## src/rtl/uart_fifo_tx_pkg.sv

```systemverilog
// Shared encodings and default baud settings for the telemetry UART transmitter.
// State names carry a TX_ prefix so they can sit beside other blocks' encodings.
package uart_fifo_tx_pkg;

  typedef enum logic [2:0] {
    TX_HOLD  = 3'd0,
    TX_IDLE  = 3'd1,
    TX_FETCH = 3'd2,
    TX_START = 3'd3,
    TX_DATA  = 3'd4,
    TX_STOP  = 3'd5
  } tx_state_e;

  // 50 MHz system clock, 9600 baud
  localparam int TX_CLKS_PER_BIT = 5208;
  localparam int TX_INIT_HOLD    = 110;
  localparam int TX_STOP_BITS    = 1;

  localparam int TX_BAUD_W = 13;
  localparam int TX_HOLD_W = 16;
  localparam int TX_BIT_W  = 3;

endpackage

```

## src/rtl/uart_fifo_tx.sv

```systemverilog
// Drains a standard (non-FWFT) FIFO and serializes each byte as 8N1/8N2, LSB first.
// Read strobe to start-bit fall is one cycle; the FIFO is only read when non-empty.
module uart_fifo_tx
  import uart_fifo_tx_pkg::*;
#(
  parameter int CLKS_PER_BIT = TX_CLKS_PER_BIT,
  parameter int STOP_BITS    = TX_STOP_BITS,
  parameter int INIT_HOLD    = TX_INIT_HOLD
) (
  input  logic       clk,
  input  logic       rst,
  input  logic       fifo_empty,
  input  logic [7:0] fifo_dout,
  output logic       fifo_rd_en,
  output logic       tx_data,
  output logic       busy
);

  localparam logic [TX_BAUD_W-1:0] BAUD_LAST = TX_BAUD_W'(CLKS_PER_BIT - 1);
  localparam logic [TX_BAUD_W-1:0] BAUD_PRE  = TX_BAUD_W'(CLKS_PER_BIT - 2);
  localparam logic [TX_BAUD_W-1:0] BAUD_ONE  = TX_BAUD_W'(1);
  localparam logic [TX_HOLD_W-1:0] HOLD_LAST = TX_HOLD_W'((INIT_HOLD > 0) ? INIT_HOLD - 1 : 0);
  localparam logic [TX_HOLD_W-1:0] HOLD_ONE  = TX_HOLD_W'(1);
  localparam logic [TX_BIT_W-1:0]  BIT_LAST  = TX_BIT_W'(7);
  localparam logic [TX_BIT_W-1:0]  BIT_ONE   = TX_BIT_W'(1);
  localparam logic                 STOP_LAST = (STOP_BITS == 2);

  tx_state_e            state_q,    state_d;
  logic [TX_HOLD_W-1:0] hold_q,     hold_d;
  logic [TX_BAUD_W-1:0] baud_q,     baud_d;
  logic [TX_BIT_W-1:0]  bit_idx_q,  bit_idx_d;
  logic                 stop_idx_q, stop_idx_d;
  logic [7:0]           shift_q,    shift_d;
  logic                 tx_q,       tx_d;
  logic                 rd_en_q,    rd_en_d;
  logic                 busy_q,     busy_d;

  always_comb begin
    state_d    = state_q;
    hold_d     = hold_q;
    baud_d     = baud_q;
    bit_idx_d  = bit_idx_q;
    stop_idx_d = stop_idx_q;
    shift_d    = shift_q;
    tx_d       = tx_q;
    rd_en_d    = 1'b0;
    busy_d     = busy_q;

    unique case (state_q)
      TX_HOLD: begin
        tx_d = 1'b1;
        if (hold_q == HOLD_LAST) begin
          hold_d = '0;
          // The strobe lands on what would have been the first idle cycle.
          if (!fifo_empty) begin
            rd_en_d = 1'b1;
            busy_d  = 1'b1;
            state_d = TX_FETCH;
          end else begin
            state_d = TX_IDLE;
          end
        end else begin
          hold_d = hold_q + HOLD_ONE;
        end
      end

      TX_IDLE: begin
        tx_d   = 1'b1;
        busy_d = 1'b0;
        if (!fifo_empty) begin
          rd_en_d = 1'b1;
          busy_d  = 1'b1;
          state_d = TX_FETCH;
        end
      end

      TX_FETCH: begin
        tx_d    = 1'b0;
        baud_d  = '0;
        state_d = TX_START;
      end

      TX_START: begin
        // fifo_dout only becomes valid the cycle after the strobe, so the byte
        // is captured at the end of the start bit rather than on entry.
        if (baud_q == BAUD_LAST) begin
          baud_d    = '0;
          bit_idx_d = '0;
          shift_d   = fifo_dout;
          tx_d      = fifo_dout[0];
          state_d   = TX_DATA;
        end else begin
          baud_d = baud_q + BAUD_ONE;
        end
      end

      TX_DATA: begin
        if (baud_q == BAUD_LAST) begin
          baud_d = '0;
          if (bit_idx_q == BIT_LAST) begin
            tx_d       = 1'b1;
            stop_idx_d = 1'b0;
            state_d    = TX_STOP;
          end else begin
            bit_idx_d = bit_idx_q + BIT_ONE;
            shift_d   = {1'b0, shift_q[7:1]};
            tx_d      = shift_q[1];
          end
        end else begin
          baud_d = baud_q + BAUD_ONE;
        end
      end

      TX_STOP: begin
        tx_d = 1'b1;
        // Issue the next read one cycle early: the FETCH cycle doubles as the
        // final stop cycle, so back-to-back frames carry no idle gap.
        if ((stop_idx_q == STOP_LAST) && (baud_q == BAUD_PRE) && !fifo_empty) begin
          rd_en_d = 1'b1;
          baud_d  = '0;
          state_d = TX_FETCH;
        end else if (baud_q == BAUD_LAST) begin
          baud_d = '0;
          if (stop_idx_q == STOP_LAST) begin
            busy_d  = 1'b0;
            state_d = TX_IDLE;
          end else begin
            stop_idx_d = 1'b1;
          end
        end else begin
          baud_d = baud_q + BAUD_ONE;
        end
      end

      default: begin
        tx_d    = 1'b1;
        busy_d  = 1'b0;
        hold_d  = '0;
        state_d = TX_HOLD;
      end
    endcase
  end

  always_ff @(posedge clk or posedge rst) begin
    if (rst) begin
      state_q    <= TX_HOLD;
      hold_q     <= '0;
      baud_q     <= '0;
      bit_idx_q  <= '0;
      stop_idx_q <= 1'b0;
      shift_q    <= '0;
      tx_q       <= 1'b1;
      rd_en_q    <= 1'b0;
      busy_q     <= 1'b0;
    end else begin
      state_q    <= state_d;
      hold_q     <= hold_d;
      baud_q     <= baud_d;
      bit_idx_q  <= bit_idx_d;
      stop_idx_q <= stop_idx_d;
      shift_q    <= shift_d;
      tx_q       <= tx_d;
      rd_en_q    <= rd_en_d;
      busy_q     <= busy_d;
    end
  end

  assign fifo_rd_en = rd_en_q;
  assign tx_data    = tx_q;
  assign busy       = busy_q;

endmodule

```

## config.mk

```make
export PLATFORM = sky130hd
export DESIGN_NAME = uart_fifo_tx
export DESIGN_NICKNAME = d
export VERILOG_FILES = /design/src/rtl/uart_fifo_tx_pkg.sv /design/src/rtl/uart_fifo_tx.sv
export SDC_FILE = /design/constraint.sdc
export NUM_CORES = 1
export LEC_CHECK = 0
export ABC_AREA = 1
export CAP_MARGIN = 25
export CORE_MARGIN = 4
export CORE_UTILIZATION = 35
export DETAILED_ROUTE_END_ITERATION = 7
export HOLD_SLACK_MARGIN = 0.12
export PLACE_DENSITY_LB_ADDON = 0.08
export SETUP_SLACK_MARGIN = 0.02
export SLEW_MARGIN = 10
export SYNTH_ARGS = -nofsm -noshare
export SYNTH_HDL_FRONTEND = slang
export SYNTH_SLANG_ARGS = --single-unit
```

## constraint.sdc

```tcl
create_clock -name clk -period 2.27 [get_ports clk]
set_clock_uncertainty 0.2 [all_clocks]
set_input_delay 0.227 -clock clk [delete_from_list [all_inputs] [get_ports clk]]
set_output_delay 0.227 -clock clk [all_outputs]
set_load 0.02 [all_outputs]
```

==> flow_results.org <==
** Logic synthesis
- A synthesized cell averages 7.11 µm².
- Largest area contributor in the synthesized netlist :: dfrtp_1
- In this run, synthesis inferred 0 flip-flops with an integrated enable.
- Post-synthesis async set-or-reset flop share :: 100%
- Number of unique standard cell types used by synthesis :: 28
- The mapped netlist covers 0.00278 mm².
- Among all flip-flop cells after synthesis, the most frequent one is dfrtp_1.
- Area fraction of the dominant cell type after synthesis :: 39.6%
- Total of warnings raised by yosys :: 0
- Syn nets :: 408
- In this run, synthesis produced a sequential element count of 45.
- Sequential area share after synthesis :: 40.5%
- Sorting the synthesized cells by area gives the leading types as dfrtp_1 40%, nand2_1 15%, nor2_1 6.2%.
- Post-synthesis instance total :: 391

** Power
- Peak supply drop :: 0.197 mV
- In this run the static leakage power is 1.51 nW.
- The design draws 1.41 mW.
- Areal power density over the cells :: 443 mW/mm²

** Timing
- Unrepaired setup endpoints after global routing :: yes
- Total negative setup slack :: 0 ns
- Setup violations, final :: 0
- The number of slew-limit violations in the final report came to 0.
- Final Worst Setup Slack :: 0.293 ns
- Worst slew pin tran :: 0.442 ns
- Subtracting the final worst setup slack from the clock period gives 1.98 ns.
- Worst slew margin relative to its limit :: 70.5%
- F_max :: 0.506 GHz
- The number of hold violations in the final report is 0.
- Hold timing on the final database bottoms out at a slack of 0.291 ns.
- After layout, the worst path uses 87.1% of the clock period.

** Min path
- The worst hold path was traced through 2 stages.
- For hold timing, the worst endpoint is busy.
- The tightest min-delay check is of the flop to flop type.
- HP Start :: busy

** Layout
- Once layout is complete, the cells apart from fillers number 517.
- Post-route cell area :: 0.00319 mm²
- After filler insertion, the fill cell instance count of the layout stands at 825.
- Ant diodes :: 0
- At the end of the flow the core is filled with cells to 41.3%.
- In the final design database the tool counted 431 nets.
- Layout-stage area growth over the synthesis result :: 14.6%
- Layout cells sized above 1 :: 8.92%

** Global route
- First-pass GRT wire length :: 11.4 mm
- Via count of the first global-routing pass :: 2423
- Across every metal layer, demand over resource in global routing totals 14.6%.
- Initial antenna violation count :: 0
- After global routing the overflow that remains totals 0.
- Entering global routing, the biggest net connects 29 pins.

** Routing
- First-pass iteration count of the detailed router :: 4
- Count of routing violations after the opening detailed-route iteration :: 101
- In the final routed layout, each cell accounts on average for 12.8 µm.
- Residual DRC :: 0
- Using the TritonRoute via totals, the vias-per-cell ratio works out to 4.82.
- Residual antenna-violating net count after detailed routing :: 0
- Via count of the routed design :: 2494
- After detailed routing, the total wire length is 6.60 mm.

** Floorplan
- Placeable core region :: 0.00773 mm²
- In this run the vertical extent of the chip is 97.1 µm.
- The die covers 0.00944 mm².
- Number of placement rows :: 32
- The initial utilization of the core area, before any placement, comes to 36.0%.
- 14 I/O pins were placed.
- Measured along the x axis, the die boundary spans 97.1 µm.

** Critical path
- Grouping stages by cell kind, the critical path spends the most delay in simple AND/OR/NAND/NOR gates.
- Library cell appearing most often on the critical path :: nand2_1
- Counting cells, the worst reg-to-reg path comes to 11.
- Walking the worst path, the cells encountered are inv_1 > ha_1 > inv_1 > nor2_1 > nand2_1 > nor2_1 > nand2_1 > nand2_1 > nand4_1 > nand2_1 > nand2_1.
- Path type of the worst setup path :: flop to flop
- For the worst setup path, the data arrival time is 1.97 ns.
- In this run the worst path has a maximum fanout of 5.
- In this run the register-to-register setup slack is 0.29 ns.
- STA classifies the critical path startpoint as a flop.
- Combined buffer and inverter count along the critical path :: 2
- Critical Path Sink Type :: flop
- Standard cell with the maximum stage delay on the critical path :: dfrtp_1
- Longest individual stage delay on the worst path :: 0.41 ns
- Crit Reg-Reg Endpoint :: busy
- Reg-to-reg critical path startpoint :: hold_q[1]
- Required time worst endpoint :: 2.26 ns

** Place
- Number of cells after detailed placement :: 508
- Final estimated routing congestion in global placement :: 0.812
- Detailed placement ended at an HPWL of 4.96 mm.
- Timing analysis after detailed placement gives a worst setup slack of 0.271 ns.
- After detailed placement, the total cell area comes to 0.00307 mm².
- During placement, the flow inserted port buffers numbering 13.

** Clock network
- Buffers inserted by post-CTS timing repair :: 0
- Inserted Clock Buffers :: 5
- Number of buffers on the longest clock path :: 2
- Clock tree from TritonCTS :: done
- For the worst-skew pair, the clock arrives at the later sink with an insertion delay of 0.30 ns.
- Clock-pin slew of the registers on the worst-case setup and hold paths :: 0.09 ns
- Clock Sinks :: 45
- The cell sitting at the root of the clock tree is a clkbuf_8.
- The H-tree was split into 2 levels.

** Status
- Outcome :: complete, no violations

** Run
- Max-capacitance violation count :: 0
==> sequential cells by signal (all words and copies together), names as in the netlist <==
register and cells:
busy 1, baud_q 13, state_q 3, shift_q 7, fifo_rd_en 1, tx_data 1
hold_q 16, bit_idx_q 3
==> cells in the final DEF (no fill, tap or decap), types with 4 or more instances in the layout <==
master and n:
inv_2 8, o21ai_0 27, ha_1 6, buf_4 5
clkbuf_8 7, inv_1 40, dfrtp_1 44, xor2_1 12
nand4_1 10, clkdlybuf4s50_1 13, mux2i_1 4, nand2_2 7
o21ai_1 10, nor3_1 10, a21oi_1 7, nand3_1 32
nand2_1 109, nor2_1 45
==> power by group <==
part	switching (mW)	leakage (nW)	internal, mW
clock network	0.287	0.0542	0.276
registers	0	0.568	0.801
logic	0.0242	0.884	0.0234
total	0.311	1.51	1.10
==> synth_stat cells (2+ instances only) <==
master and instances:
mux2i_1 4, buf_2 2, nor3_1 10, o21ai_0 27, nand2_2 6, buf_4 2
o22ai_1 2, nand3_1 32, nand4_1 10, nand3_2 2, inv_1 41, ha_1 6
nor2_4 2, dfrtp_1 44, o21ai_1 10, a21oi_1 7, xor2_1 12, o21bai_1 2
nand2_1 110, nor2_1 46, inv_2 7
==> worst max-delay path by stage <==
stage / from / end / depth (start not counted)
after detailed placement: fifo_empty / baud_q[6] / 9
after floorplan: baud_q[0] / baud_q[2] / 11
after global placement: fifo_empty / baud_q[2] / 9
final: hold_q[1] / busy / 11
after CTS: hold_q[1] / busy / 11
after global routing: baud_q[0] / baud_q[2] / 11
==> worst min-delay path, delay by kind of cell (launching register included) <==
kind             cells  cell delay, ns
flip-flops           1            0.36
AND/OR/NAND/NOR      2            0.10
==> layer usage <==
metal	vias to the layer above	global-route usage, %	wire length (µm)
met5	-	0	0
met4	0	4.00	93
met3	8	2.80	186
met2	32	24.2	3050
met1	1142	19.3	3270
li1	1312	-	-
==> timing repair <==
item	in CTS	in global routing
gates resized for setup	0	2
hold buffers	1	0
endpoints found under the setup margin	0	3
endpoints found under the hold margin	16	0
==> area by class of cell <==
| cell class | instances | area (µm²) | share of cell area [%] |
|---|---|---|---|
| clock buffer | 7 | 96.3 | 3.02 |
| clock inverter | 1 | 5.00 | 0.157 |
| inverter | 48 | 180 | 5.65 |
| multi-input combinational | 294 | 1450 | 45.6 |
| sequential | 45 | 1130 | 35.4 |
| tap | 102 | 128 | 4.00 |
| timing repair buffer | 20 | 198 | 6.20 |
==> kinds of logic after synthesis <==
logic type / count (synthesis) / synth area share (%)
flip-flops: 45 / 40.5
AND/OR/NAND/NOR: 222 / 34.7
AO/OA/AOI/OAI: 50 / 9.49
adder cells (fa/ha/maj): 6 / 2.70
XOR/XNOR: 12 / 3.78
buffers and inverters: 52 / 7.38
multiplexers: 4 / 1.44
(Power assumes the default switching activity.)
==> patch: new RTL, same flow settings <==
Take the reset off `hold_q` and load it in a clocked block of its own.
--- a/src/rtl/uart_fifo_tx.sv
+++ b/src/rtl/uart_fifo_tx.sv
@@ -146,3 +146,2 @@
       state_q    <= TX_HOLD;
-      hold_q     <= '0;
       baud_q     <= '0;
@@ -156,3 +155,2 @@
       state_q    <= state_d;
-      hold_q     <= hold_d;
       baud_q     <= baud_d;
@@ -167,2 +165,6 @@
 
+  always_ff @(posedge clk) begin
+    hold_q <= hold_d;
+  end
+
   assign fifo_rd_en = rd_en_q;
Function: same outputs for any inputs over 10 cycles, from zero or initial values and one cycle with rst high; that may be too few to reach the edited logic, so the function may still have changed.
==> patch against the original RTL <==
Area after synthesis decreased by 6.8%. Synthesized cell count down 14%. Sequential power rose by 4.2%. Count of clock-buffer cells in the layout grew 1. Final area fell by 6.1%. Global-route usage is 1.3 points lower. Sequential cell count unchanged. Non-clock buffer count up 1. Routed wire length fell by 18%. Power fell by 4.2%. Setup slack worse by 0.043 ns. Critical endpoint is now hold_q[9]. Largest cell class unchanged. Largest power group unchanged.
==> patch: results (changes against the original RTL) <==
** Layout
- Share of final-layout standard cells stronger than drive strength 1 :: 7.16% (-1.8 points)
- Registers with the highest flip-flop counts :: hold_q x16, baud_q x13, shift_q x7
- The final net count came to 379 (-12%).
- The post-layout instance count excluding filler cells came to 462 (-11%).
- Number of inserted filler cells in the final layout :: 786 (-4.7%)
- The count of inserted antenna diode cells was 0 (unchanged).

** Global routing
- The number of antenna violations at the first check in global routing is 0 (unchanged).
- Number of global-route vias before repair :: 2,072 (-14%)
- The maximum number of pins on one net before global-route repair is 30 (+3.4%).
- Tot GR Track Use :: 13.2% (-1.3 points)
- The wire length of the first global-routing pass was 9.32 mm (-18%).

** Worst setup path
- Start point of the critical path :: state_q[0]
- The slowest stage of the critical path belongs to the cell dfrtp_1.
- The maximum cell stage delay along the critical path was 0.47 ns (+0.06 ns).
- The endpoint arrival time on the critical path is 1.83 ns (-0.14 ns).
- Worst-path maximum fanout :: 16 (+11)

** Clocking
- The TritonCTS buffer count was 5 (unchanged).
- Buffers from clock root to sink, at most :: 2 (unchanged)
- Quantity of hold-fixing buffers added after cts :: 1 (unchanged)
- In this run the clock root is driven by a clkbuf_8.
- Post-cts sizing count :: 0 (unchanged)

** STA
- The slew at the pin with the worst max-slew slack came to 0.425 ns (-0.0172 ns).
- Post-Route Setup TNS :: 0 ns (unchanged)

** Placed design
- The cell total after placement was 453 (-11%).
- Worst slack at placement :: 0.252 ns (-0.0190 ns)
- Placed wire-length estimate :: 4.03 mm (-19%)
- RePlAce Congestion :: 0.832 (+2.5%)
- Number of I/O port buffers :: 13 (unchanged)

** Yosys
- The number of flops mapped to enable cells by yosys was 16 (+16).
- Post-Synthesis Net Count :: 353 (-13%)
- The mean instance size in the synthesized netlist was 7.72 sq um (+8.5%).
- Share of the yosys chip area belonging to registers :: 46.6% (+6.0 points)
- By area the synthesized netlist is led by dfrtp_1, edfxtp_1, nand2_1, nor2_1, nand3_1.
- The share of synthesized registers carrying an async set or reset is 64.4% (-36 points).
- Most numerous cell types in the synthesized netlist :: nand2_1, nor2_1, inv_1

** Worst hold path
- Start point of the worst hold path :: bit_idx_q[0]

** Pwr
- Leakage dissipation :: 1.42 nW (-5.7%)
- The peak supply drop came to 0.194 mV (-1.3%).

** Route
- Count of nets left with antenna violations after detail routing :: 0 (unchanged)
- Vias/cell :: 4.66 (-3.4%)
- DRT iter0 DRCs :: 90 (-11%)
- Wirelength, routed :: 5.41 mm (-18%)

** Status
- The flow ran to the end, and the final reports show no timing, DRC or antenna violations.
## patch: through the flow
stage	total power [mW]	util [%]	cell area, sq um
after floorplan	0.866	-	2590
after global placement	0.890	40.2	2900
after detailed placement	0.889	40.2	2900
after CTS	1.38	41.4	2990
after global routing	1.42	41.5	2990
final	1.35	41.5	2990
## patch: power breakdown
part | switching (mW) | total (mW) | internal, mW | leakage [nW]
clock network | 0.260 | 0.480 | 0.219 | 0.0395
logic | 0.0161 | 0.0363 | 0.0202 | 0.921
registers | 0 | 0.835 | 0.835 | 0.460
total | 0.277 | 1.35 | 1.07 | 1.42
## patch: layer usage
layer,vias up,share of wire (%),wire length (microns),global-route usage [%]
li1,1142,-,-,-
met1,955,50,2700,17.8
met2,44,45,2450,21.3
met3,13,3.0,163,2.80
met4,0,1.6,88,4.09
met5,-,0,0,0
## patch: worst paths after layout
path / to / slack [ns] / cells past startpoint
worst max register to register: hold_q[9] / 0.25 / 7
worst min-delay path: bit_idx_q[0] / 0.29 / 1
min in group asynchronous: shift_q[2] / 0.66 / 4
max in group asynchronous: tx_data / 0.90 / 4
worst max-delay path: hold_q[9] / 0.25 / 7
worst min register to register: bit_idx_q[0] / 0.29 / 1
## patch: cell type report
type,instances,share of cell area [%]
inverters,40,5.02
well taps,99,4.14
multi-input cells,249,41.0
flip-flops and latches,45,40.3
repair buffers,21,6.86
clock buffers,8,2.68
## patch: logic make-up after synthesis
kind of cell / share of synthesized area, %
flops: 46.6
xor+xnor: 3.38
mux: 1.54
fa+ha+maj: 2.90
compound gates: 9.07
buf+inv: 6.42
simple gates: 30.1
